==> config.mk <==
export PLATFORM = sky130hd
export DESIGN_NAME = mem_bus_arbiter
export DESIGN_NICKNAME = d
export VERILOG_FILES = /design/src/rtl/mem_arb_pkg.sv /design/src/rtl/mem_arb_select.sv /design/src/rtl/mem_bus_arbiter.sv
export SDC_FILE = /design/constraint.sdc
export NUM_CORES = 1
export LEC_CHECK = 0
export ABC_AREA = 1
export CELL_PAD_IN_SITES_DETAIL_PLACEMENT = 2
export CELL_PAD_IN_SITES_GLOBAL_PLACEMENT = 2
export CORE_MARGIN = 1.5
export CORE_UTILIZATION = 24
export CTS_BUF_LIST = sky130_fd_sc_hd__clkbuf_8
export DETAILED_ROUTE_END_ITERATION = 10
export GPL_TIMING_DRIVEN = 0
export PLACE_DENSITY_LB_ADDON = 0.1
export SLEW_MARGIN = 40
export SYNTH_ARGS = -nofsm -noshare
export SYNTH_HDL_FRONTEND = slang
export SYNTH_HIERARCHICAL = 1
export SYNTH_SLANG_ARGS = --single-unit
==> constraint.sdc <==
create_clock -name clk -period 2.01 [get_ports clk]
set_input_delay 0.402 -clock clk [delete_from_list [all_inputs] [get_ports clk]]
set_output_delay 0.402 -clock clk [all_outputs]
set_load 0.005 [all_outputs]
==> src/rtl/mem_arb_pkg.sv <==
// Shared types and constants for the data-memory bus arbiter.
// Imported by the arbiter top and its winner-select block.
package mem_arb_pkg;

   localparam int ADDR_W_DEF = 8;
   localparam int DATA_W_DEF = 8;
   localparam int BURST_DEF  = 4;
   localparam int STREAK_W   = 4;

   localparam logic OWN_CPU = 1'b0;
   localparam logic OWN_DMA = 1'b1;

   typedef enum logic [2:0] {
      IDLE,
      RD0,
      RD1,
      WR0,
      WR1
   } arb_state_e;

endpackage

==> src/rtl/mem_arb_select.sv <==
// Fixed CPU priority with a bounded CPU streak so DMA always
// makes progress; the streak only moves when a grant is taken.
module mem_arb_select
   import mem_arb_pkg::*;
#(
   parameter int CPU_BURST_MAX = BURST_DEF
) (
   input  logic                clk,
   input  logic                reset,
   input  logic                cpu_req,
   input  logic                dma_req,
   input  logic                grant,
   output logic                winner,
   output logic [STREAK_W-1:0] streak
);

   localparam logic [STREAK_W-1:0] LIMIT =
      STREAK_W'(CPU_BURST_MAX);

   logic [STREAK_W-1:0] streak_nx;
   logic                at_limit;
   logic                both;

   assign both     = cpu_req & dma_req;
   assign at_limit = (streak >= LIMIT);

   // Pick the winner and the streak value that the grant would leave.
   always_comb begin
      winner    = OWN_CPU;
      streak_nx = streak;
      unique case (1'b1)
         (both & at_limit): begin
            winner    = OWN_DMA;
            streak_nx = '0;
         end
         (both & ~at_limit): begin
            winner    = OWN_CPU;
            streak_nx = streak + 1'b1;
         end
         (dma_req & ~cpu_req): begin
            winner    = OWN_DMA;
            streak_nx = '0;
         end
         (cpu_req & ~dma_req): begin
            winner    = OWN_CPU;
            streak_nx = '0;
         end
         default: begin
            winner    = OWN_CPU;
            streak_nx = streak;
         end
      endcase
   end

   // Commit the streak only when the parent actually grants.
   always_ff @(posedge clk or negedge reset) begin
      if (!reset) begin
         streak <= '0;
      end else if (grant) begin
         streak <= streak_nx;
      end
   end

endmodule

==> src/rtl/mem_bus_arbiter.sv <==
// Two-port front end for the single-port data memory:
// serialises CPU and DMA accesses with setup-then-pulse writes.
module mem_bus_arbiter
   import mem_arb_pkg::*;
#(
   parameter int ADDR_W        = ADDR_W_DEF,
   parameter int DATA_W        = DATA_W_DEF,
   parameter int CPU_BURST_MAX = BURST_DEF
) (
   input  logic              clk,
   input  logic              reset,
   input  logic              cpu_req,
   input  logic              cpu_we,
   input  logic [ADDR_W-1:0] cpu_addr,
   input  logic [DATA_W-1:0] cpu_wdata,
   output logic              cpu_ack,
   output logic [DATA_W-1:0] cpu_rdata,
   input  logic              dma_req,
   input  logic              dma_we,
   input  logic [ADDR_W-1:0] dma_addr,
   input  logic [DATA_W-1:0] dma_wdata,
   output logic              dma_ack,
   output logic [DATA_W-1:0] dma_rdata,
   output logic [ADDR_W-1:0] mem_addr,
   output logic [DATA_W-1:0] mem_wdata,
   output logic              mem_write,
   input  logic [DATA_W-1:0] mem_rdata,
   output logic              busy,
   output logic              owner
);

   arb_state_e state;
   arb_state_e state_nx;

   logic                grant;
   logic                winner;
   logic [STREAK_W-1:0] streak;

   logic                win_we;
   logic [ADDR_W-1:0]   win_addr;
   logic [DATA_W-1:0]   win_wdata;

   logic [ADDR_W-1:0]   addr_q;
   logic [DATA_W-1:0]   wdata_q;
   logic                owner_q;
   logic [DATA_W-1:0]   cpu_rdata_q;
   logic [DATA_W-1:0]   dma_rdata_q;
   logic                done;
   logic                rd_done;

   assign grant = (state == IDLE) & (cpu_req | dma_req);

   mem_arb_select #(
      .CPU_BURST_MAX (CPU_BURST_MAX)
   ) u_select (
      .clk     (clk),
      .reset   (reset),
      .cpu_req (cpu_req),
      .dma_req (dma_req),
      .grant   (grant),
      .winner  (winner),
      .streak  (streak)
   );

   // Route the winning requester's transaction fields.
   always_comb begin
      win_we    = cpu_we;
      win_addr  = cpu_addr;
      win_wdata = cpu_wdata;
      if (winner == OWN_DMA) begin
         win_we    = dma_we;
         win_addr  = dma_addr;
         win_wdata = dma_wdata;
      end
   end

   // State register.
   always_ff @(posedge clk or negedge reset) begin
      if (!reset) begin
         state <= IDLE;
      end else begin
         state <= state_nx;
      end
   end

   // Next state: one state per cycle, decision only in IDLE.
   always_comb begin
      state_nx = state;
      unique case (state)
         IDLE: begin
            if (grant) begin
               state_nx = win_we ? WR0 : RD0;
            end
         end
         RD0:     state_nx = RD1;
         RD1:     state_nx = IDLE;
         WR0:     state_nx = WR1;
         WR1:     state_nx = IDLE;
         default: state_nx = IDLE;
      endcase
   end

   // Latch the granted transaction; these drive the memory bus.
   always_ff @(posedge clk or negedge reset) begin
      if (!reset) begin
         addr_q  <= '0;
         wdata_q <= '0;
         owner_q <= OWN_CPU;
      end else if (grant) begin
         addr_q  <= win_addr;
         wdata_q <= win_wdata;
         owner_q <= winner;
      end
   end

   // Hold read data per requester; only the owner's copy moves.
   always_ff @(posedge clk or negedge reset) begin
      if (!reset) begin
         cpu_rdata_q <= '0;
         dma_rdata_q <= '0;
      end else if (rd_done) begin
         if (owner_q == OWN_CPU) begin
            cpu_rdata_q <= mem_rdata;
         end else begin
            dma_rdata_q <= mem_rdata;
         end
      end
   end

   // Acks, strobe and status decoded from state and owner.
   always_comb begin
      done      = (state == RD1) | (state == WR1);
      rd_done   = (state == RD1);
      mem_write = (state == WR1);
      busy      = (state != IDLE);
      cpu_ack   = done & (owner_q == OWN_CPU);
      dma_ack   = done & (owner_q == OWN_DMA);
      cpu_rdata = cpu_rdata_q;
      dma_rdata = dma_rdata_q;
      if (rd_done & (owner_q == OWN_CPU)) begin
         cpu_rdata = mem_rdata;
      end
      if (rd_done & (owner_q == OWN_DMA)) begin
         dma_rdata = mem_rdata;
      end
   end

   assign mem_addr  = addr_q;
   assign mem_wdata = wdata_q;
   assign owner     = owner_q;

endmodule

==> summary by stage <==
Status
The run finished, with violations left. The final reports fail on setup timing.

Logic synthesis
The synthesized design contains 0 enable-type register cells. The average instance in the mapped netlist occupies 7.78 um2. Yosys attributes the largest share of cell area to dfrtp_1 49%, nand2_1 25%, nand4_1 5.9%, nand3_1 4.2%, buf_6 2.2%. During synthesis, Yosys emitted a total of 6 warnings.

In the synthesized netlist the dominant register cell turns out to be dfrtp_1. Counting instances in the post-synthesis netlist gives the leading cell types as 133 x nand2_1, 40 x dfrtp_1, 19 x nand4_1. Summed over all instances, the cell type with the most area after synthesis is dfrtp_1. The share of the Yosys chip area taken by registers is 49.5%. The synthesized netlist occupies a cell area of 2020 um2.

The cell with the most instances after synthesis is nand2_1. Summed over its instances, the top area cell type makes up 49.5% of the synthesized netlist area. The synthesized net count is 307. The count of different cell masters after synthesis is 24.

For this run, asynchronously set or reset flops after synthesis account for 100%. Counting flops and latches in the post-synthesis netlist gives 40. The number of cells produced by synthesis is 260.

Drt
The routed wire length is 7150 um. The total DRC errors in the routed layout is 0. The via density per instance is 4.47.

The routed wirelength normalized by instance count is 14.8 um. Summing over every cut layer, the via total after detailed routing is 2,154. The first detailed-routing pass took 4 iterations. In this run, the number of DRC markers left after iteration 0 of detailed routing was 34. The remaining antenna violation count is 0.

Floorplanning
The vertical die dimension is 94.8 um. From left edge to right edge, the die measures 94.8 um. The initialized floorplan defines 33 standard-cell rows. The floorplan step defined a core boundary enclosing 8180 um2. The number of top-level pins is 83. The die covers 8990 um2. The initial core utilization is 24.7%.

Timing
In this run the tightest slew margin relative to its limit is 69.6%. The count of final max-slew check failures came to 0. The final worst clock skew is 0.00527 ns.

After routing, the total negative slack on setup checks comes to -1.50 ns. Setup repair after global routing could not meet its margin everywhere. The hold violation count in the final report is 0. Counting I/O delays and the setup requirement, the final critical path takes 2.21 ns. In the post-route analysis, the smallest setup slack over all paths is -0.197 ns. For the pin with the worst max-slew slack, the measured transition is 0.455 ns. Setup violations remaining at the end of the flow were counted as 9.

Based on the critical path, the design can be clocked at up to 453 MHz. The final clock period utilization by the worst path is 110%.

Critical path
The data arrival at the endpoint of the critical path is 1.81 ns. The worst setup path is of the reg -> out kind. The peak fanout along the critical path is 6. The startpoint class of the critical path is a flop.

For the worst setup path, the data required time is 1.61 ns. STA classifies the critical path endpoint as an output pin.

Clocking
The clock tree from TritonCTS is done. In this run, CTS created clock tree buffers numbering 5. The buffer levels on the longest clock path is 2. The later pin in the worst-skew pair is clocked with a latency of 0.29 ns.

The H-tree generated during clock tree synthesis spans 2 levels. The register clock-pin slew on the reported worst setup and hold paths is 0.08 ns. For this design, the sink count on the clock tree is 40. The tree is rooted in a clkbuf_8.

Pwr
The total power is 0.00462 W. The largest voltage drop on the vdd net is 0.000484 V. The analysis attributes to cell leakage a power of 1.79 nW. The total power per unit cell area is 1380 nW/um2.

Place
The number of I/O port buffers is 82. The placed wire-length estimate is 4880 um. The post-placement cell area is 2990 um2.

The weighted congestion at the end of routability-driven global placement is 0.729.

Final layout
Once layout is done, the placed cells without fillers occupy 3350 um2. The final layout contains 423 nets. The footprint of the flip-flops and latches is 1000 um2. The fill cell total of the finished layout is 944. The share of post-route cells with drive strength above 1 is 16.7%. Summing all multi-input logic gate instances after layout gives 895 um2.

The utilization of the core after routing is 41.0%. The layout overhead on the synthesized area is 65.8%. The count of antenna diodes in the layout is 0.

Global route
The number of global-route vias before repair is 2,318. Across every metal layer, demand over resource in global routing totals 17.3%. The first-pass GRT wire length is 11,800 um.

The number of antenna violations at the first check in global routing came to 0. Summed over all layers, the global routing overflow is 0. The pin count of the biggest net entering global routing is 39.

Worst hold path
The worst hold path belongs to the class in -> async.

Job
Max-cap violations in this run came to 0.
==> what timing repair did <==
item | CTS | global route
gates resized for setup | 13 | 16
endpoints found under the setup margin | 20 | 23
hold buffers | 1 | 0
endpoints found under the hold margin | 2 | 0
gates cloned | 1 | 0
setup buffers | 24 | 0
pin swaps | 10 | 6
==> placed cells by master, fill, tap and decap left out, types with 4 or more instances in the layout <==
cell type	n
buf_4	25
buf_6	4
clkbuf_8	5
clkdlybuf4s50_1	68
dfrtp_1	37
dlygate4sd2_1	4
dlymetal6s2s_1	8
inv_1	12
nand2_1	133
nand3_1	17
nand4_1	19
nor2_1	5
==> metal layers <==
metal | part of all wire (%) | vias up | GRT usage (%)
li1 | - | 1059 | -
met2 | 50 | 58 | 30.1
met5 | 0 | - | 0
met3 | 4.5 | 5 | 3.30
met4 | 1.0 | 0 | 4.10
met1 | 45 | 1032 | 22.0
==> registers in the layout, summed over array words and instances, names as in the netlist <==
| name | cells |
|---|---|
| state | 3 |
| mem_addr | 8 |
| mem_wdata | 8 |
| owner | 1 |
| cpu_rdata_q | 8 |
| u_select/streak | 4 |
| dma_rdata_q | 8 |
==> through the flow <==
| step | setup WS [ns] | std cells | hold WS (ns) |
|---|---|---|---|
| 2_1_floorplan | 0.560 | 260 | 0.106 |
| 3_3_place_gp | -0.695 | 447 | 0.448 |
| 3_5_place_dp | -0.266 | 448 | 0.203 |
| 4_1_cts | -0.183 | 482 | 0.421 |
| 5_1_grt | -0.295 | 482 | 0.439 |
| 6_report | -0.197 | 482 | 0.433 |
==> cells by family after synthesis <==
logic type	Yosys count	share of synthesized area, %
flip-flops	40	49.5
buffers and inverters	27	6.93
AO/OA/AOI/OAI	7	1.92
AND/OR/NAND/NOR	185	41.1
adder cells (fa/ha/maj)	1	0.618
==> worst max-delay path, stage by stage, from the launching register on <==
cell and delay (ns):
dfrtp_2 0.45, nor2_8 0.19, buf_4 0.15, nand4_1 0.13
nand2_1 0.10, clkdlybuf4s50_1 0.49
==> worst paths after layout <==
path                       cells past startpoint            from  slack (ns)                  to
min in group clk                               2  dma_rdata_q[1]        0.47      dma_rdata_q[1]
min                                            2           reset        0.43  u_select/streak[2]
max in group asynchronous                      3           reset        1.17            state[0]
min reg2reg                                    2  dma_rdata_q[1]        0.47      dma_rdata_q[1]
max                                            5        state[2]       -0.20        cpu_rdata[6]
max reg2reg                                   13        state[2]       -0.14      cpu_rdata_q[6]
==> area by class of cell <==
type / count / area share (%)
clock buffer: 5 / 2.05
tap: 105 / 3.92
buffer: 10 / 2.69
inverter: 17 / 2.13
clock inverter: 3 / 1.16
multi-input combinational: 193 / 26.7
sequential: 40 / 30.0
timing repair buffer: 109 / 31.4
==> power breakdown <==
part,switching (W),leakage [nW],total (W),internal (W)
sequential,0.000189,0.497,0.00136,0.00117
clock,0.000286,0.0593,0.000650,0.000364
combinational,0.00126,1.24,0.00261,0.00135
total,0.00173,1.79,0.00462,0.00289
Note: power is estimated with default switching activity, not from simulation.
